--- config.mk ---
export PLATFORM = sky130hd
export DESIGN_NAME = ysyx_23060184_ifu_flat
export DESIGN_NICKNAME = d
export VERILOG_FILES = /design/src/rtl/ysyx_23060184_ifu_if.sv /design/src/rtl/ysyx_23060184_ifu.sv /design/src/flat_wrapper.sv
export SDC_FILE = /design/constraint.sdc
export NUM_CORES = 1
export LEC_CHECK = 0
export ABC_CLOCK_PERIOD_IN_PS = 1960
export BUFFER_PORTS_ARGS = -buffer_cell sky130_fd_sc_hd__buf_2
export CAP_MARGIN = 10
export CORE_AREA = 3 3 118 120
export DETAILED_ROUTE_END_ITERATION = 8
export DIE_AREA = 0 0 121 123
export SYNTH_ARGS = -nofsm -noshare
export SYNTH_HDL_FRONTEND = slang
export SYNTH_SLANG_ARGS = --single-unit
--- constraint.sdc ---
create_clock -name clk -period 1.96 [get_ports clk]
set_input_delay 0.196 -clock clk [delete_from_list [all_inputs] [get_ports clk]]
set_output_delay 0.196 -clock clk [all_outputs]
set_load 0.02 [all_outputs]
--- src/rtl/ysyx_23060184_ifu_if.sv ---
// Bundles the IFU's instruction-memory channel and its decode-side handshake.
// The master modport is the IFU's view of these signals; slave is the memory/decode side.
interface ysyx_23060184_ifu_if #(
    parameter int DATA_WIDTH = 32
);
    logic [DATA_WIDTH-1:0] ifu_araddr;
    logic                  ifu_arvalid;
    logic                  ifu_arready;
    logic [DATA_WIDTH-1:0] ifu_rdata;
    logic                  ifu_rvalid;
    logic                  ifu_rready;
    logic [DATA_WIDTH-1:0] Inst;
    logic [DATA_WIDTH-1:0] Pc;
    logic                  InstValid;
    logic                  InstReady;
    logic                  Redirect;
    logic [DATA_WIDTH-1:0] RedirectPc;

    modport master (
        output ifu_araddr, ifu_arvalid, ifu_rready, Inst, Pc, InstValid,
        input  ifu_arready, ifu_rdata, ifu_rvalid, InstReady, Redirect, RedirectPc
    );

    modport slave (
        input  ifu_araddr, ifu_arvalid, ifu_rready, Inst, Pc, InstValid,
        output ifu_arready, ifu_rdata, ifu_rvalid, InstReady, Redirect, RedirectPc
    );
endinterface

--- src/rtl/ysyx_23060184_ifu.sv ---
// Non-pipelined instruction fetch unit: one outstanding fetch, PC ownership,
// and redirect handling that kills any in-flight response.
module ysyx_23060184_ifu #(
    parameter int                    DATA_WIDTH = 32,
    parameter logic [DATA_WIDTH-1:0] RESET_PC   = 32'h8000_0000
) (
    input logic                       clk,
    input logic                       rstn,
    ysyx_23060184_ifu_if.master       bus
);
    typedef enum logic [1:0] {
        S_IDLE = 2'd0,
        S_REQ  = 2'd1,
        S_WAIT = 2'd2,
        S_OUT  = 2'd3
    } state_t;

    state_t                state_r;
    state_t                state_s;
    logic [DATA_WIDTH-1:0] pc_r;
    logic [DATA_WIDTH-1:0] pc_s;
    logic [DATA_WIDTH-1:0] inst_r;
    logic [DATA_WIDTH-1:0] inst_s;
    logic [DATA_WIDTH-1:0] pc_q_r;
    logic [DATA_WIDTH-1:0] pc_q_s;
    logic                  kill_r;
    logic                  kill_s;

    // Outputs depend only on registered state, never on inputs
    assign bus.ifu_arvalid = (state_r == S_REQ);
    assign bus.ifu_rready  = (state_r == S_WAIT);
    assign bus.InstValid   = (state_r == S_OUT);
    assign bus.ifu_araddr  = pc_r;
    assign bus.Inst        = inst_r;
    assign bus.Pc          = pc_q_r;

    // State and datapath registers
    always_ff @(posedge clk or negedge rstn) begin
        if (!rstn) begin
            state_r <= S_IDLE;
            pc_r    <= RESET_PC;
            inst_r  <= '0;
            pc_q_r  <= '0;
            kill_r  <= 1'b0;
        end else begin
            state_r <= state_s;
            pc_r    <= pc_s;
            inst_r  <= inst_s;
            pc_q_r  <= pc_q_s;
            kill_r  <= kill_s;
        end
    end

    // Next-state and datapath update logic
    always_comb begin
        state_s = state_r;
        pc_s    = pc_r;
        inst_s  = inst_r;
        pc_q_s  = pc_q_r;
        kill_s  = kill_r;
        case (state_r)
            S_IDLE: begin
                state_s = S_REQ;
            end
            S_REQ: begin
                if (bus.ifu_arready) begin
                    state_s = S_WAIT;
                    if (bus.Redirect) begin
                        // The accepted request is already stale; its response must be dropped
                        pc_s   = bus.RedirectPc;
                        kill_s = 1'b1;
                    end else begin
                        pc_s = pc_r;
                    end
                end else if (bus.Redirect) begin
                    pc_s = bus.RedirectPc;
                end else begin
                    pc_s = pc_r;
                end
            end
            S_WAIT: begin
                if (bus.Redirect) begin
                    pc_s   = bus.RedirectPc;
                    kill_s = 1'b1;
                end else begin
                    pc_s = pc_r;
                end
                if (bus.ifu_rvalid) begin
                    if (kill_r || bus.Redirect) begin
                        kill_s  = 1'b0;
                        state_s = S_REQ;
                    end else begin
                        inst_s  = bus.ifu_rdata;
                        pc_q_s  = pc_r;
                        state_s = S_OUT;
                    end
                end else begin
                    state_s = S_WAIT;
                end
            end
            S_OUT: begin
                if (bus.Redirect) begin
                    pc_s    = bus.RedirectPc;
                    state_s = S_REQ;
                end else if (bus.InstReady) begin
                    pc_s    = pc_r + DATA_WIDTH'(4);
                    state_s = S_REQ;
                end else begin
                    state_s = S_OUT;
                end
            end
            default: begin
                state_s = S_IDLE;
                kill_s  = 1'b0;
            end
        endcase
    end
endmodule

--- src/flat_wrapper.sv ---
// flat-port wrapper written by rule: the top's interface ports become plain ports
module ysyx_23060184_ifu_flat 
#(
    parameter int                    DATA_WIDTH = 32,
    parameter logic [DATA_WIDTH-1:0] RESET_PC   = 32'h8000_0000
)
  (clk, rstn, bus_ifu_araddr, bus_ifu_arvalid, bus_ifu_rready, bus_Inst, bus_Pc, bus_InstValid, bus_ifu_arready, bus_ifu_rdata, bus_ifu_rvalid, bus_InstReady, bus_Redirect, bus_RedirectPc);
  ysyx_23060184_ifu_if #(.DATA_WIDTH(DATA_WIDTH)) bus_i ();
  input logic clk;
  input logic rstn;
  output wire logic [$bits(bus_i.ifu_araddr)-1:0] bus_ifu_araddr;
  output wire logic [$bits(bus_i.ifu_arvalid)-1:0] bus_ifu_arvalid;
  output wire logic [$bits(bus_i.ifu_rready)-1:0] bus_ifu_rready;
  output wire logic [$bits(bus_i.Inst)-1:0] bus_Inst;
  output wire logic [$bits(bus_i.Pc)-1:0] bus_Pc;
  output wire logic [$bits(bus_i.InstValid)-1:0] bus_InstValid;
  input wire logic [$bits(bus_i.ifu_arready)-1:0] bus_ifu_arready;
  input wire logic [$bits(bus_i.ifu_rdata)-1:0] bus_ifu_rdata;
  input wire logic [$bits(bus_i.ifu_rvalid)-1:0] bus_ifu_rvalid;
  input wire logic [$bits(bus_i.InstReady)-1:0] bus_InstReady;
  input wire logic [$bits(bus_i.Redirect)-1:0] bus_Redirect;
  input wire logic [$bits(bus_i.RedirectPc)-1:0] bus_RedirectPc;
  assign bus_ifu_araddr = bus_i.ifu_araddr;
  assign bus_ifu_arvalid = bus_i.ifu_arvalid;
  assign bus_ifu_rready = bus_i.ifu_rready;
  assign bus_Inst = bus_i.Inst;
  assign bus_Pc = bus_i.Pc;
  assign bus_InstValid = bus_i.InstValid;
  assign bus_i.ifu_arready = bus_ifu_arready;
  assign bus_i.ifu_rdata = bus_ifu_rdata;
  assign bus_i.ifu_rvalid = bus_ifu_rvalid;
  assign bus_i.InstReady = bus_InstReady;
  assign bus_i.Redirect = bus_Redirect;
  assign bus_i.RedirectPc = bus_RedirectPc;
  ysyx_23060184_ifu #(.DATA_WIDTH(DATA_WIDTH), .RESET_PC(RESET_PC)) u_core (.clk(clk), .rstn(rstn), .bus(bus_i));
endmodule
Word level (Yosys, flattened, before mapping)
Index checks and enable logic that the tools add are counted.
W data, S select, Z words.

storage, ports and cells
  register bits after elaboration = 99
  input bits = 70
  logic and storage cells = 36

operators by class
  $add $sub $neg = 1
  eq/ne operators = 6
  multiplexer cells = 15
  bitwise gates (word level) = 1
  reduce and logical (&&, ||, !) cells = 8

operators with widths
  kind                     number
  $mux W32                 3
  $pmux W32 S2             1
  $add A32 B3 Y32 const B  1
  $mux W2                  5
  $pmux W2 S4              1
  $reduce_and A3 Y1        2
  $eq A2 B2 Y1 const B     2
  $mux W1                  4
  $ne A2 B1 Y1 const B     2
  $reduce_bool A2 Y1       2
  $ne A3 B1 Y1 const B     1
  $eq A2 B1 Y1 const B     1
  $logic_not A2 Y1         1
  $pmux W1 S2              1
  $reduce_and A2 Y1        1
  $reduce_or A2 Y1         1
  $logic_or A1 B1 Y1       1
  $not A1 Y1               1

Longest topological paths before layout
Gate-level depths: netlist of the first run.

  depth in word-level cells = 4
  depth in mapped cells = 8
  depth with buffers taken out = 6

Worst setup path before layout of the first run
OpenSTA, ideal clock, no wires.

  path kind = reg2reg
  start point = register u_core.state_r[0]
  end point = register u_core.pc_r[24], in the netlist u_core.bus.ifu_araddr[24]
  library setup time = 0.151 ns
  arrival = 1.808 ns
  path slack = 0.001 ns
  stages on the path, launching flop included = 8
  path buffers = 2
  clock period less this slack = 1.959 ns
  cell sequence = dfrtp_1 ha_1 nor3b_2 or3_1 buf_2 buf_2 a21oi_1 o311ai_0

between the ends
  elaborated cells on any way between the ends = 9
  those cells by class = 5 x eq/ne; 1 x mux; 3 x reduce/logical

RTL lines
  item                                                                        RTL line                 text
  from (decl)                                                                 ysyx_23060184_ifu.sv:18  state_t state_r;
  from (signal assigned)                                                      ysyx_23060184_ifu.sv:46  state_r <= state_s;
  $eq A2 B2 Y1 *                                                              --
  via bus_InstValid                                                           flat_wrapper.sv:16       output wire logic [$bits(bus_i.InstValid)-1:0] bus_InstValid;
  $ne A3 B1 Y1 (no source line) / $reduce_bool A2 Y1 (equally long branches)  --
  $reduce_and A3 Y1 (no source line)                                          --
  to (signal assigned)                                                        ysyx_23060184_ifu.sv:47  pc_r <= pc_s;
  to (decl)                                                                   ysyx_23060184_ifu.sv:20  logic [DATA_WIDTH-1:0] pc_r;

The timed path passes the listed nets; every way through them passes the cells marked *.
A chain may end at the register's enable or synchronous reset.

Worst setup path after layout of the first run
  start point = register u_core.state_r[1]
  end point = register u_core.pc_r[17], in the netlist u_core.bus.ifu_araddr[17]

between the ends
  longest elaborated chain between the ends = 4
  elaborated cells on any way between the ends = 9
  those cells by class = 5 x eq/ne; 1 x mux; 3 x reduce/logical

RTL lines
  item                                                                        RTL line                 text
  $eq A2 B1 Y1 / $eq A2 B2 Y1 (equally long branches)                         ysyx_23060184_ifu.sv:61  case (state_r)
  $reduce_or A2 Y1 (no source line)                                           --
  $ne A2 B1 Y1 (no source line) / $reduce_bool A2 Y1 (equally long branches)  --
  $reduce_and A3 Y1 (no source line)                                          --

Parallel ways exist; a longest one is shown, timed or not.

==> results of run 1 <==
==> worst reg2reg max path, stage by stage, from the launching register on <==
cell       delay (ns)
dfrtp_1          0.42
inv_2            0.10
ha_4             0.20
nor2b_4          0.13
buf_6            0.12
nor3_4           0.24
buf_6            0.15
clkbuf_16        0.13
nor2_1           0.04
a211oi_1         0.25
==> layout make-up <==
type	instances	area [µm²]	area share [%]
sequential	99	2479	37.63
multi-input combinational	290	2311	35.09
timing repair buffer	205	1240	18.83
clock buffer	9	225.2	3.419
tap	176	220.2	3.343
clock inverter	7	92.59	1.406
inverter	5	18.77	0.2850
==> metal layers <==
| layer | share of wire [%] | routed length [µm] |
|---|---|---|
| met5 | 0.058 | 8 |
| met4 | 2.4 | 330 |
| met3 | 5.4 | 751 |
| met2 | 48 | 6681 |
| met1 | 44 | 6032 |
==> through the flow <==
| stage | instances | power, mW | area [µm²] | hold WS [ns] |
|---|---|---|---|---|
| after floorplan | 426 | 7.668 | 4892 | -0.09959 |
| after global placement | 768 | 9.832 | 6135 | 0.2169 |
| after detailed placement | 768 | 10.01 | 6135 | 0.2077 |
| after CTS | 785 | 11.97 | 6462 | 0.04144 |
| after global routing | 791 | 13.04 | 6586 | 0.05512 |
| final | 791 | 12.22 | 6586 | 0.04909 |
==> logic make-up (layout without fill, tap and decap cells) <==
group,count (synthesis),count (layout),share of synthesized area [%]
AND/OR/NAND/NOR,124,124,16.34
flip-flops,99,99,50.67
AO/OA/AOI/OAI,94,94,12.92
multiplexers,67,67,15.40
buffers and inverters,37,226,3.402
adder cells (fa/ha/maj),5,5,1.279
==> worst paths after layout <==
check | endpoint | slack (ns) | depth (start not counted)
worst max-delay path | u_core.bus.ifu_araddr[17]$_DFFE_PN0P_ | 0.08 | 9
worst min-delay path | u_core.kill_r$_DFFE_PN0P_ | 0.05 | 2
worst max register to register | u_core.bus.ifu_araddr[17]$_DFFE_PN0P_ | 0.08 | 9
worst min register to register | u_core.bus.Pc[28]$_DFFE_PN0P_ | 0.48 | 1
max in group asynchronous | u_core.bus.ifu_araddr[31]$_DFFE_PN1P_ | 0.95 | 3
min in group asynchronous | u_core.bus.Inst[31]$_DFFE_PN0P_ | 0.37 | 2
==> registers in the layout, summed over array words and instances (netlist names) <==
signal and flops:
u_core.bus.Inst 32, u_core.bus.Pc 32, u_core.bus.ifu_araddr 32, u_core.kill_r 1, u_core.state_r 2
==> repair_timing <==
action | CTS | global route
pin swaps | 0 | 3
resized for setup | 1 | 13
hold endpoints to repair | 36 | 0
endpoints found under the setup margin | 1 | 25
cloned | 0 | 1
buffers inserted | 0 | 5
hold buffers | 1 | 0
==> cells in the mapped netlist, drive strengths merged (2+ instances only) <==
| master | count | area (µm²) |
|---|---|---|
| a211oi | 8 | 60.06 |
| a21oi | 33 | 165.2 |
| a2bb2oi | 2 | 17.52 |
| a311oi | 2 | 17.52 |
| a31o | 3 | 26.28 |
| a31oi | 4 | 25.02 |
| a32oi | 2 | 17.52 |
| and2 | 2 | 12.51 |
| and3 | 2 | 12.51 |
| and4 | 5 | 45.04 |
| buf | 21 | 106.4 |
| clkbuf | 11 | 41.29 |
| dfrtp | 98 | 2452 |
| ha | 5 | 62.56 |
| inv | 5 | 18.77 |
| mux2 | 66 | 743.2 |
| nand2 | 24 | 90.09 |
| nand2b | 2 | 12.51 |
| nand3 | 12 | 60.06 |
| nand3b | 3 | 22.52 |
| nand4 | 15 | 138.9 |
| nor2 | 22 | 82.58 |
| nor2b | 2 | 12.51 |
| nor3 | 7 | 73.82 |
| nor4 | 11 | 96.34 |
| nor4b | 8 | 70.07 |
| o211ai | 5 | 37.54 |
| o21a | 2 | 15.01 |
| o21ai | 9 | 45.04 |
| o21bai | 3 | 22.52 |
| o22a | 2 | 17.52 |
| o22ai | 5 | 31.28 |
| o311ai | 4 | 35.04 |
| o41ai | 2 | 17.52 |
| or2 | 2 | 12.51 |
| or3 | 5 | 36.28 |
==> power by group <==
part           switching [mW]  internal (mW)  leakage [nW]
clock network           0.798           1.12         0.159
registers               0.902           3.08          1.20
logic                    3.62           2.71          1.65
==> impl_metrics.prom, run 1 <==
# TYPE chip_impl_metric gauge
chip_impl_info{name="outcome",value="completed"} 1
chip_impl_metric{name="synth.net_count",unit=""} 501
chip_impl_metric{name="fp.dieArea",unit="mm²"} 0.01488
chip_impl_info{name="timing.hold.worst.start",value="bus_ifu_rvalid"} 1
chip_impl_metric{name="p_leak",unit="nW"} 3.002
chip_impl_metric{name="n_fill_cell",unit=""} 1236
chip_impl_metric{name="crit_required",unit="ns"} 2.21
chip_impl_metric{name="fin_ws",unit="ns"} 0.07987
chip_impl_metric{name="floorplan.io_pins",unit=""} 169
chip_impl_metric{name="grt_max_degree",unit=""} 57
chip_impl_metric{name="routed_wire_length_per_instance",unit="µm"} 17.45
chip_impl_info{name="r2r-start",value="u_core.state_r[1]$_DFFE_PN0P_"} 1
chip_impl_metric{name="timing.critical_path.arrival",unit="ns"} 2.14
chip_impl_metric{name="cts.clk_slew.worst_paths",unit="ns"} 0.07
chip_impl_metric{name="port-buffer-count",unit=""} 168
chip_impl_metric{name="grtUsageTotal",unit="%"} 18.25
chip_impl_metric{name="synth-seq-cells",unit=""} 99
chip_impl_metric{name="timing.max_slew.rel_slack",unit="%"} 64.75
chip_impl_metric{name="clock_insertion_delay_worst_skew",unit="ns"} 0.35
chip_impl_info{name="cp_top_family",value="buffers and inverters"} 1
chip_impl_metric{name="die_height",unit="µm"} 123
chip_impl_metric{name="synth-async-reset-ratio",unit="%"} 100.0
chip_impl_metric{name="setup_viol",unit=""} 0
chip_impl_metric{name="cp_max_fo",unit=""} 7
chip_impl_metric{name="drtIter0Drc",unit=""} 204
chip_impl_metric{name="gr-usage-met3",unit="%"} 3.248
chip_impl_metric{name="ys_types",unit=""} 59
chip_impl_info{name="postSynth.topFlopCell",value="dfrtp_1"} 1
chip_impl_metric{name="finClkSkew",unit="ns"} 0.004318
chip_impl_metric{name="routabilityCongestion",unit=""} 0.8368
chip_impl_metric{name="vdd_drop_max",unit="µV"} 741.4
chip_impl_info{name="worstSetupStartpoint",value="u_core.state_r[1]$_DFFE_PN0P_"} 1
chip_impl_info{name="crit_path_cell_trace",value="inv_2 -> ha_4 -> nor2b_4 -> buf_6 -> nor3_4 -> buf_6 -> clkbuf_16 -> nor2_1 -> a211oi_1"} 1
chip_impl_metric{name="antenna_found_initial",unit=""} 1
chip_impl_metric{name="design.final.nets",unit=""} 685
chip_impl_metric{name="finish.utilization",unit="%"} 50.33
chip_impl_info{name="rsz0062_at_grt",value="false"} 1
chip_impl_metric{name="remaining_drc_errors",unit=""} 0
chip_impl_metric{name="fp.coreArea",unit="mm²"} 0.01309
chip_impl_info{name="slowest_stage",value="dfrtp_1"} 1
chip_impl_metric{name="initial_utilization",unit="%"} 37.39
chip_impl_metric{name="worstMarginPinSlew",unit="ns"} 0.5288
chip_impl_metric{name="flow.area_growth_from_synthesis",unit="%"} 34.63
chip_impl_metric{name="slowest_delay",unit="ns"} 0.42
chip_impl_metric{name="global_route.usage.met1",unit="%"} 24.47
chip_impl_metric{name="post-route-period-util",unit="%"} 95.92
chip_impl_info{name="worst_setup_path_end_kind",value="register"} 1
chip_impl_metric{name="post_drt_via_cell_ratio",unit=""} 5.345
chip_impl_metric{name="final.min_clock_period",unit="ns"} 1.880
chip_impl_metric{name="dp_hpwl",unit="mm"} 9.814
chip_impl_metric{name="antenna-diode-count",unit=""} 0
chip_impl_info{name="cts.root.buffer_cell",value="clkbuf_16"} 1
chip_impl_metric{name="netlist_instances",unit=""} 426
chip_impl_metric{name="sequential_share_of_the_synthesized_area",unit="%"} 50.66
chip_impl_metric{name="ctsLongestPathBuffers",unit=""} 2
chip_impl_metric{name="crit_path_buf_inv_count",unit=""} 4
chip_impl_info{name="start_kind",value="register"} 1
chip_impl_metric{name="htree_num_levels",unit=""} 3
chip_impl_metric{name="floorplan.rows",unit=""} 42
chip_impl_metric{name="cts.sinks",unit=""} 99
chip_impl_metric{name="post_synth.cell_area_avg",unit="µm²"} 11.48
chip_impl_metric{name="timing_max_transition_violations_final",unit=""} 0
chip_impl_metric{name="grt_first_pass_wirelength",unit="mm"} 21.56
chip_impl_metric{name="drt_first_pass_iters",unit=""} 4
chip_impl_info{name="grt-busiest-layer",value="met2"} 1
chip_impl_info{name="layout_commonest_cell",value="buf_2"} 1
chip_impl_info{name="hold_path_class",value="input port to register"} 1
chip_impl_metric{name="yosys_warnings",unit=""} 0
chip_impl_metric{name="cap_violations",unit=""} 0
chip_impl_metric{name="synth_edf_count",unit=""} 0
chip_impl_metric{name="grtUsageMet2",unit="%"} 29.39
chip_impl_metric{name="final_hold_viol_count",unit=""} 0
chip_impl_metric{name="antenna_violating_nets_post_route",unit=""} 0
chip_impl_metric{name="cts-buffers-inserted",unit=""} 9
chip_impl_info{name="cpMostUsedCell",value="buf_6"} 1
chip_impl_metric{name="routed_wirelength",unit="mm"} 13.80
chip_impl_metric{name="fmax",unit="GHz"} 0.5319
chip_impl_info{name="top_library_cells_by_usage_in_the_layout_fill_and_taps_aside",value="buf_2 (167), dfrtp_1 (98), mux2_2 (61)"} 1
chip_impl_metric{name="preCtsSetupSlack",unit="ns"} -0.04477
chip_impl_metric{name="finalSetupTns",unit="ns"} 0
chip_impl_metric{name="first_global_vias",unit=""} 4122
chip_impl_info{name="cts_tree",value="yes"} 1
chip_impl_metric{name="power-per-cell-area",unit="mW/mm²"} 1855
chip_impl_metric{name="dr_total_vias",unit=""} 4228
chip_impl_metric{name="grt_overflow_total",unit=""} 0
chip_impl_metric{name="die_w",unit="µm"} 121
chip_impl_metric{name="netlist_area",unit="mm²"} 0.004892
chip_impl_metric{name="final_layout_size_suffix_gt1_share",unit="%"} 50.73
chip_impl_info{name="path_class",value="register to register"} 1
(Power assumes the default switching activity.)
==> inputs of run 2 (changes only) <==
--- a/config.mk
+++ b/config.mk
@@ -8,9 +8,11 @@
 export ABC_CLOCK_PERIOD_IN_PS = 1960
 export BUFFER_PORTS_ARGS = -buffer_cell sky130_fd_sc_hd__buf_2
 export CAP_MARGIN = 10
-export CORE_AREA = 3 3 118 120
+export CORE_AREA = 3 3 108 110
 export DETAILED_ROUTE_END_ITERATION = 8
-export DIE_AREA = 0 0 121 123
+export DIE_AREA = 0 0 111 113
+export HOLD_SLACK_MARGIN = 0.08
+export PLACE_DENSITY = 0.76
 export SYNTH_ARGS = -nofsm -noshare
 export SYNTH_HDL_FRONTEND = slang
 export SYNTH_SLANG_ARGS = --single-unit
==> run 2 against run 1 <==
Clock-buffer cell count unchanged. Global-route usage is 3.5 points higher. Hold slack improved by 0.076 ns. Power increased by 2.6%. First-iteration DRC count grew 15%. Clock skew up 0.013 ns. Final area increased by 6.1%. Non-clock buffer count rose by 39. Utilization up 14 points. Clock power down 23%. Via count rose by 6.5%. Critical path type unchanged. Highest routed layer is now met4.
==> impl_metrics.prom, run 2 (synthesized netlist as in run 1, its figures left out) <==
# TYPE chip_impl_metric gauge
chip_impl_info{name="timing.hold.worst.start",value="bus_RedirectPc[15]"} 1
chip_impl_metric{name="design.final.nets",unit=""} 724
chip_impl_metric{name="post-route-period-util",unit="%"} 99.29
chip_impl_metric{name="antenna_found_initial",unit=""} 0
chip_impl_metric{name="finish.utilization",unit="%"} 64.76
chip_impl_metric{name="sequential_fraction_of_design_power",unit="%"} 32.0
chip_impl_info{name="path_class",value="register to register"} 1
chip_impl_metric{name="grt_overflow_total",unit=""} 0
chip_impl_metric{name="n_fill_cell",unit=""} 818
chip_impl_metric{name="dp_hpwl",unit="mm"} 9.439
chip_impl_metric{name="grtUsageTotal",unit="%"} 21.78
chip_impl_metric{name="p_sw",unit="mW"} 5.632
chip_impl_metric{name="dr_total_vias",unit=""} 4502
chip_impl_metric{name="routed_wirelength",unit="mm"} 14.24
chip_impl_metric{name="rrSetupSlack",unit="ns"} 0.01
chip_impl_metric{name="fin_ws",unit="ns"} 0.01396
chip_impl_metric{name="ctsLongestPathBuffers",unit=""} 2
chip_impl_info{name="worst_r2r_endpoint",value="u_core.bus.ifu_araddr[24]$_DFFE_PN0P_"} 1
chip_impl_metric{name="crit_required",unit="ns"} 2.20
chip_impl_metric{name="antenna-diode-count",unit=""} 0
chip_impl_metric{name="cts.sinks",unit=""} 99
chip_impl_metric{name="clock_power_share",unit="%"} 11.8
chip_impl_metric{name="totalPowerFinal",unit="mW"} 12.54
chip_impl_metric{name="antenna_violating_nets_post_route",unit=""} 0
chip_impl_metric{name="timing.reg2reg.worst_path_depth",unit=""} 8
chip_impl_metric{name="cap_violations",unit=""} 0
chip_impl_metric{name="timing.max_slew.rel_slack",unit="%"} 62.58
chip_impl_metric{name="finClkSkew",unit="ns"} 0.01715
chip_impl_info{name="top_library_cells_by_usage_in_the_layout_fill_and_taps_aside",value="buf_2 (167), dfrtp_1 (98), mux2_2 (61)"} 1
chip_impl_info{name="rsz0062_at_grt",value="true"} 1
chip_impl_metric{name="routed_wire_length_per_instance",unit="µm"} 17.93
chip_impl_metric{name="worstMarginPinSlew",unit="ns"} 0.5612
chip_impl_metric{name="remaining_drc_errors",unit=""} 0
chip_impl_metric{name="fmax",unit="GHz"} 0.5139
chip_impl_metric{name="port-buffer-count",unit=""} 168
chip_impl_metric{name="p_int",unit="mW"} 6.906
chip_impl_metric{name="first_global_vias",unit=""} 4503
chip_impl_metric{name="fp.dieArea",unit="mm²"} 0.01254
chip_impl_metric{name="grt_first_pass_wirelength",unit="mm"} 22.13
chip_impl_metric{name="flow.area_growth_from_synthesis",unit="%"} 42.86
chip_impl_metric{name="drt_first_pass_iters",unit=""} 4
chip_impl_info{name="worst_setup_path_end_kind",value="register"} 1
chip_impl_metric{name="final_layout_size_suffix_gt1_share",unit="%"} 50.76
chip_impl_metric{name="initial_utilization",unit="%"} 45.33
chip_impl_metric{name="fp.coreArea",unit="mm²"} 0.01079
chip_impl_metric{name="post_drt_via_cell_ratio",unit=""} 5.670
chip_impl_metric{name="routabilityCongestion",unit=""} 0.8521
chip_impl_metric{name="final_hold_viol_count",unit=""} 0
chip_impl_info{name="cts.root.buffer_cell",value="clkbuf_8"} 1
chip_impl_metric{name="floorplan.io_pins",unit=""} 169
chip_impl_metric{name="htree_num_levels",unit=""} 3
chip_impl_metric{name="power_switching_share",unit="%"} 44.92
chip_impl_info{name="start_kind",value="register"} 1
chip_impl_metric{name="timing.critical_path.arrival",unit="ns"} 2.19
chip_impl_metric{name="die_height",unit="µm"} 113
chip_impl_metric{name="final.min_clock_period",unit="ns"} 1.946
chip_impl_info{name="cts_tree",value="yes"} 1
chip_impl_info{name="r2r-start",value="u_core.state_r[1]$_DFFE_PN0P_"} 1
chip_impl_info{name="outcome",value="completed"} 1
chip_impl_metric{name="vdd_drop_max",unit="µV"} 887.6
chip_impl_metric{name="cts-buffers-inserted",unit=""} 9
chip_impl_metric{name="hold_depth",unit=""} 3
chip_impl_metric{name="preCtsSetupSlack",unit="ns"} -0.02825
chip_impl_metric{name="die_w",unit="µm"} 111
chip_impl_metric{name="power-per-cell-area",unit="mW/mm²"} 1794
chip_impl_metric{name="drtIter0Drc",unit=""} 234
chip_impl_metric{name="cp_max_fo",unit=""} 6
chip_impl_metric{name="share_comb_of_total_power",unit="%"} 56.1
chip_impl_info{name="hold_path_end",value="u_core.bus.ifu_araddr[15]$_DFFE_PN0P_"} 1
chip_impl_metric{name="cts.clk_slew.worst_paths",unit="ns"} 0.10
chip_impl_metric{name="clock_insertion_delay_worst_skew",unit="ns"} 0.37
chip_impl_metric{name="timing_max_transition_violations_final",unit=""} 0
chip_impl_info{name="hold_path_class",value="input port to register"} 1
chip_impl_metric{name="p_leak",unit="nW"} 3.169
chip_impl_metric{name="grt_max_degree",unit=""} 100
chip_impl_info{name="layout_commonest_cell",value="buf_2"} 1
chip_impl_metric{name="setup_viol",unit=""} 0
chip_impl_metric{name="floorplan.rows",unit=""} 38
run 2: cell types whose count changed in the layout (fill, tap and decap cells not counted), moves of 3 or more:
| cell | delta |
|---|---|
| clkbuf_16 | -7 |
| clkbuf_8 | +9 |
| a21oi_1 | -10 |
| dlygate4sd3_1 | +36 |
| o21ai_0 | -3 |
| nor4b_1 | -3 |
| o21ai_1 | +3 |
| nor4b_2 | +3 |
| a21oi_2 | +8 |
run 2: worst max path at each step:
stage                                             start                                     to  slack, ns  cells after the start
after floorplan           u_core.state_r[0]$_DFFE_PN0P_  u_core.bus.ifu_araddr[24]$_DFFE_PN0P_     0.0008                      7
after global placement    u_core.state_r[1]$_DFFE_PN0P_  u_core.bus.ifu_araddr[24]$_DFFE_PN0P_        0.1                      7
after detailed placement  u_core.state_r[1]$_DFFE_PN0P_  u_core.bus.ifu_araddr[24]$_DFFE_PN0P_      -0.03                      8
after CTS                 u_core.state_r[1]$_DFFE_PN0P_  u_core.bus.ifu_araddr[12]$_DFFE_PN0P_       0.03                      7
after global routing      u_core.state_r[1]$_DFFE_PN0P_  u_core.bus.ifu_araddr[19]$_DFFE_PN0P_      -0.06                      7
final                     u_core.state_r[1]$_DFFE_PN0P_  u_core.bus.ifu_araddr[24]$_DFFE_PN0P_       0.01                      8
run 2: routing by layer:
layer  wire, µm  track usage, %
met1       5591           26.88
met2       7101           37.01
met3       1103           4.278
met4        442           10.26
met5          0               0
run 2: critical path: stages (launching register included):
cell and delay (ns):
dfrtp_1 0.43, buf_6 0.14, ha_4 0.15, nor3b_4 0.16, or3_4 0.42, buf_12 0.15
buf_12 0.14, a21oi_4 0.14, o311ai_4 0.11
run 2: cell type report:
| class | count | area, µm² | share of cell area, % |
|---|---|---|---|
| tap | 140 | 175.2 | 2.506 |
| sequential | 99 | 2479 | 35.46 |
| multi-input combinational | 290 | 2436 | 34.86 |
| clock buffer | 9 | 123.9 | 1.772 |
| timing repair buffer | 244 | 1658 | 23.72 |
| inverter | 5 | 18.77 | 0.2685 |
| clock inverter | 7 | 98.84 | 1.414 |
run 2: through the flow:
step           hold WS [ns]  setup TNS, ns  std cells  area [µm²]
5_1_grt              0.1285         -1.241        794        6989
3_3_place_gp         0.2963              0        730        6062
6_report             0.1253              0        794        6989
4_1_cts              0.1122              0        783        6655
2_1_floorplan      -0.09959              0        426        4892
3_5_place_dp         0.3019       -0.02825        730        6062
run 2: power by group through the flow:
stage | logic [mW] | clock network, mW | registers, mW
after CTS | 6.04 | 1.51 | 3.99
after detailed placement | 5.96 | 0 | 4.01
after global placement | 5.80 | 0 | 3.94
final | 7.04 | 1.48 | 4.02
after floorplan | 2.60 | 0 | 5.07
after global routing | 7.51 | 1.59 | 4.18
run 2: timing repair:
item / in CTS / in global routing
resized for setup: 1 / 40
hold endpoints to repair: 134 / 0
setup buffers: 0 / 8
setup endpoints to repair: 1 / 23
pin swaps: 0 / 13
gates cloned: 0 / 3
hold buffers: 37 / 0
==> inputs of run 3 (changes only) <==
--- a/config.mk
+++ b/config.mk
@@ -8,11 +8,11 @@
 export ABC_CLOCK_PERIOD_IN_PS = 1960
 export BUFFER_PORTS_ARGS = -buffer_cell sky130_fd_sc_hd__buf_2
 export CAP_MARGIN = 10
-export CORE_AREA = 3 3 108 110
+export CORE_AREA = 2 2 114 116
 export DETAILED_ROUTE_END_ITERATION = 8
-export DIE_AREA = 0 0 111 113
+export DIE_AREA = 0 0 116 118
 export HOLD_SLACK_MARGIN = 0.08
-export PLACE_DENSITY = 0.76
+export PLACE_DENSITY = 0.68
 export SYNTH_ARGS = -nofsm -noshare
 export SYNTH_HDL_FRONTEND = slang
 export SYNTH_SLANG_ARGS = --single-unit
==> run 3 against run 2 <==
Clock-buffer cell count did not move. Fmax grew 4.1%. Critical path type unchanged. Utilization down 9.3 points. Sequential power decreased by 1%.
==> impl_metrics.prom, run 3 (synthesized netlist as in run 1, its figures left out) <==
# TYPE chip_impl_metric gauge
chip_impl_info{name="outcome",value="completed"} 1
chip_impl_metric{name="p_leak",unit="nW"} 3.128
chip_impl_metric{name="design.final.nets",unit=""} 719
chip_impl_info{name="cp_top_family",value="buffers and inverters"} 1
chip_impl_metric{name="totalPowerFinal",unit="mW"} 12.18
chip_impl_metric{name="placement.cell_area",unit="mm²"} 0.006105
chip_impl_info{name="crit_path_cell_trace",value="inv_2 -> ha_4 -> nor2b_1 -> buf_4 -> nor3_4 -> buf_6 -> nand3_1 -> o221a_2"} 1
chip_impl_metric{name="timing.max_slew.rel_slack",unit="%"} 69.72
chip_impl_metric{name="placed_cells",unit=""} 769
chip_impl_metric{name="instances_no_fill",unit=""} 820
chip_impl_metric{name="routabilityCongestion",unit=""} 0.8608
chip_impl_metric{name="cap_violations",unit=""} 0
chip_impl_metric{name="crit_required",unit="ns"} 2.20
chip_impl_metric{name="ctsLongestPathBuffers",unit=""} 2
chip_impl_metric{name="n_fill_cell",unit=""} 1107
chip_impl_info{name="top_library_cells_by_usage_in_the_layout_fill_and_taps_aside",value="buf_2 (167), dfrtp_1 (98), mux2_2 (61)"} 1
chip_impl_metric{name="grt_max_degree",unit=""} 46
chip_impl_metric{name="worstMarginPinSlew",unit="ns"} 0.4543
chip_impl_metric{name="final_hold_viol_count",unit=""} 0
chip_impl_info{name="cts.root.buffer_cell",value="clkbuf_16"} 1
chip_impl_info{name="path_class",value="register to register"} 1
chip_impl_metric{name="antenna_violating_nets_post_route",unit=""} 0
chip_impl_metric{name="fp.coreArea",unit="mm²"} 0.01241
chip_impl_info{name="rsz0062_at_grt",value="false"} 1
chip_impl_metric{name="cp_max_fo",unit=""} 11
chip_impl_metric{name="post_route_design_area",unit="mm²"} 0.006885
chip_impl_metric{name="dr_total_vias",unit=""} 4330
chip_impl_metric{name="dp_hpwl",unit="mm"} 9.836
chip_impl_metric{name="floorplan.rows",unit=""} 41
chip_impl_metric{name="preCtsSetupSlack",unit="ns"} 0.02799
chip_impl_metric{name="cts-buffers-inserted",unit=""} 9
chip_impl_info{name="start_kind",value="register"} 1
chip_impl_metric{name="cts.sinks",unit=""} 99
chip_impl_metric{name="post_drt_via_cell_ratio",unit=""} 5.280
chip_impl_metric{name="finalHoldWorstSlack",unit="ns"} 0.08461
chip_impl_metric{name="timing_max_transition_violations_final",unit=""} 0
chip_impl_info{name="cts_tree",value="yes"} 1
chip_impl_metric{name="die_w",unit="µm"} 116
chip_impl_metric{name="fp.dieArea",unit="mm²"} 0.01369
chip_impl_metric{name="grt_overflow_total",unit=""} 0
chip_impl_metric{name="htree_num_levels",unit=""} 3
chip_impl_metric{name="slowest_delay",unit="ns"} 0.44
chip_impl_metric{name="post-route-period-util",unit="%"} 95.39
chip_impl_metric{name="routed_wirelength",unit="mm"} 13.91
chip_impl_metric{name="final.min_clock_period",unit="ns"} 1.870
chip_impl_info{name="slowest_stage",value="dfrtp_1"} 1
chip_impl_metric{name="floorplan.io_pins",unit=""} 169
chip_impl_metric{name="routed_wire_length_per_instance",unit="µm"} 16.96
chip_impl_info{name="worst_setup_path_end_kind",value="register"} 1
chip_impl_metric{name="first_global_vias",unit=""} 4419
chip_impl_info{name="hold_path_class",value="input port to register"} 1
chip_impl_metric{name="flow.area_growth_from_synthesis",unit="%"} 40.74
chip_impl_metric{name="fmax",unit="GHz"} 0.5349
chip_impl_metric{name="final_layout_size_suffix_gt1_share",unit="%"} 48.77
chip_impl_metric{name="die_height",unit="µm"} 118
chip_impl_metric{name="grt_first_pass_wirelength",unit="mm"} 22.39
chip_impl_metric{name="vdd_drop_max",unit="µV"} 887.3
chip_impl_metric{name="port-buffer-count",unit=""} 168
chip_impl_metric{name="finClkSkew",unit="ns"} 0.005966
chip_impl_metric{name="antenna-diode-count",unit=""} 0
chip_impl_metric{name="setup_viol",unit=""} 0
chip_impl_metric{name="initial_utilization",unit="%"} 39.41
chip_impl_info{name="layout_commonest_cell",value="buf_2"} 1
chip_impl_metric{name="remaining_drc_errors",unit=""} 0
chip_impl_metric{name="power-per-cell-area",unit="mW/mm²"} 1770
chip_impl_metric{name="crit_path_buf_inv_count",unit=""} 3
chip_impl_metric{name="cts.clk_slew.worst_paths",unit="ns"} 0.07
chip_impl_metric{name="drt_first_pass_iters",unit=""} 4
chip_impl_metric{name="fin_ws",unit="ns"} 0.09032
chip_impl_metric{name="timing.critical_path.arrival",unit="ns"} 2.11
chip_impl_metric{name="clock_insertion_delay_worst_skew",unit="ns"} 0.35
chip_impl_metric{name="finish.utilization",unit="%"} 55.46
chip_impl_metric{name="drtIter0Drc",unit=""} 242
chip_impl_metric{name="grtUsageTotal",unit="%"} 20.87
chip_impl_metric{name="finalSetupTns",unit="ns"} 0
chip_impl_metric{name="antenna_found_initial",unit=""} 0
==> run 3: report_power, final <==
group          internal (mW)  total [mW]  switching (mW)
clock network           1.24        2.05           0.804
logic                   2.54        6.15            3.61
registers               3.08        3.98           0.908
total                   6.86        12.2            5.32
==> run 3: layout make-up <==
cell class,instances,area [µm²],area share (%)
Clock buffer,9,225.2,3.271
Clock inverter,6,113.9,1.654
Inverter,5,18.77,0.2726
Multi-Input combinational cell,290,2340,33.98
Sequential cell,99,2479,36.00
Tap cell,172,215.2,3.126
Timing Repair Buffer,239,1494,21.70
==> run 3: what timing repair did <==
action,4_1_cts,5_1_grt
endpoints found under the setup margin,0,18
hold buffers,34,0
hold endpoints to repair,63,0
gates resized for setup,0,17
buffers inserted,0,2
==> run 3: worst reg2reg max path, delay by kind of cell, from the launching register on <==
family / cells / cell delay [ns]
buffers and inverters: 3 / 0.45
DFF: 1 / 0.44
and+or+nand+nor: 3 / 0.43
AOI/OAI and AO/OA: 1 / 0.25
adders and majority gates: 1 / 0.20
==> run 3: routing by layer <==
| layer | GRT usage [%] | part of all wire (%) |
|---|---|---|
| met1 | 25.04 | 40 |
| met2 | 36.48 | 52 |
| met3 | 4.068 | 5.8 |
| met4 | 7.961 | 2.1 |
| met5 | 0 | 0 |
==> run 3: path summary, 6_finish.rpt <==
| path | from | to | slack [ns] | cells past startpoint |
|---|---|---|---|---|
| max in group asynchronous | rstn | u_core.bus.Inst[2]$_DFFE_PN0P_ | 0.91 | 3 |
| min in group asynchronous | rstn | u_core.bus.Pc[20]$_DFFE_PN0P_ | 0.33 | 2 |
| worst min register to register | u_core.bus.Inst[24]$_DFFE_PN0P_ | u_core.bus.Inst[24]$_DFFE_PN0P_ | 0.48 | 1 |
| worst max-delay path | u_core.state_r[1]$_DFFE_PN0P_ | u_core.bus.ifu_araddr[16]$_DFFE_PN0P_ | 0.09 | 8 |
| worst max register to register | u_core.state_r[1]$_DFFE_PN0P_ | u_core.bus.ifu_araddr[16]$_DFFE_PN0P_ | 0.09 | 8 |
| worst min-delay path | bus_ifu_rdata[26] | u_core.bus.Inst[26]$_DFFE_PN0P_ | 0.08 | 2 |
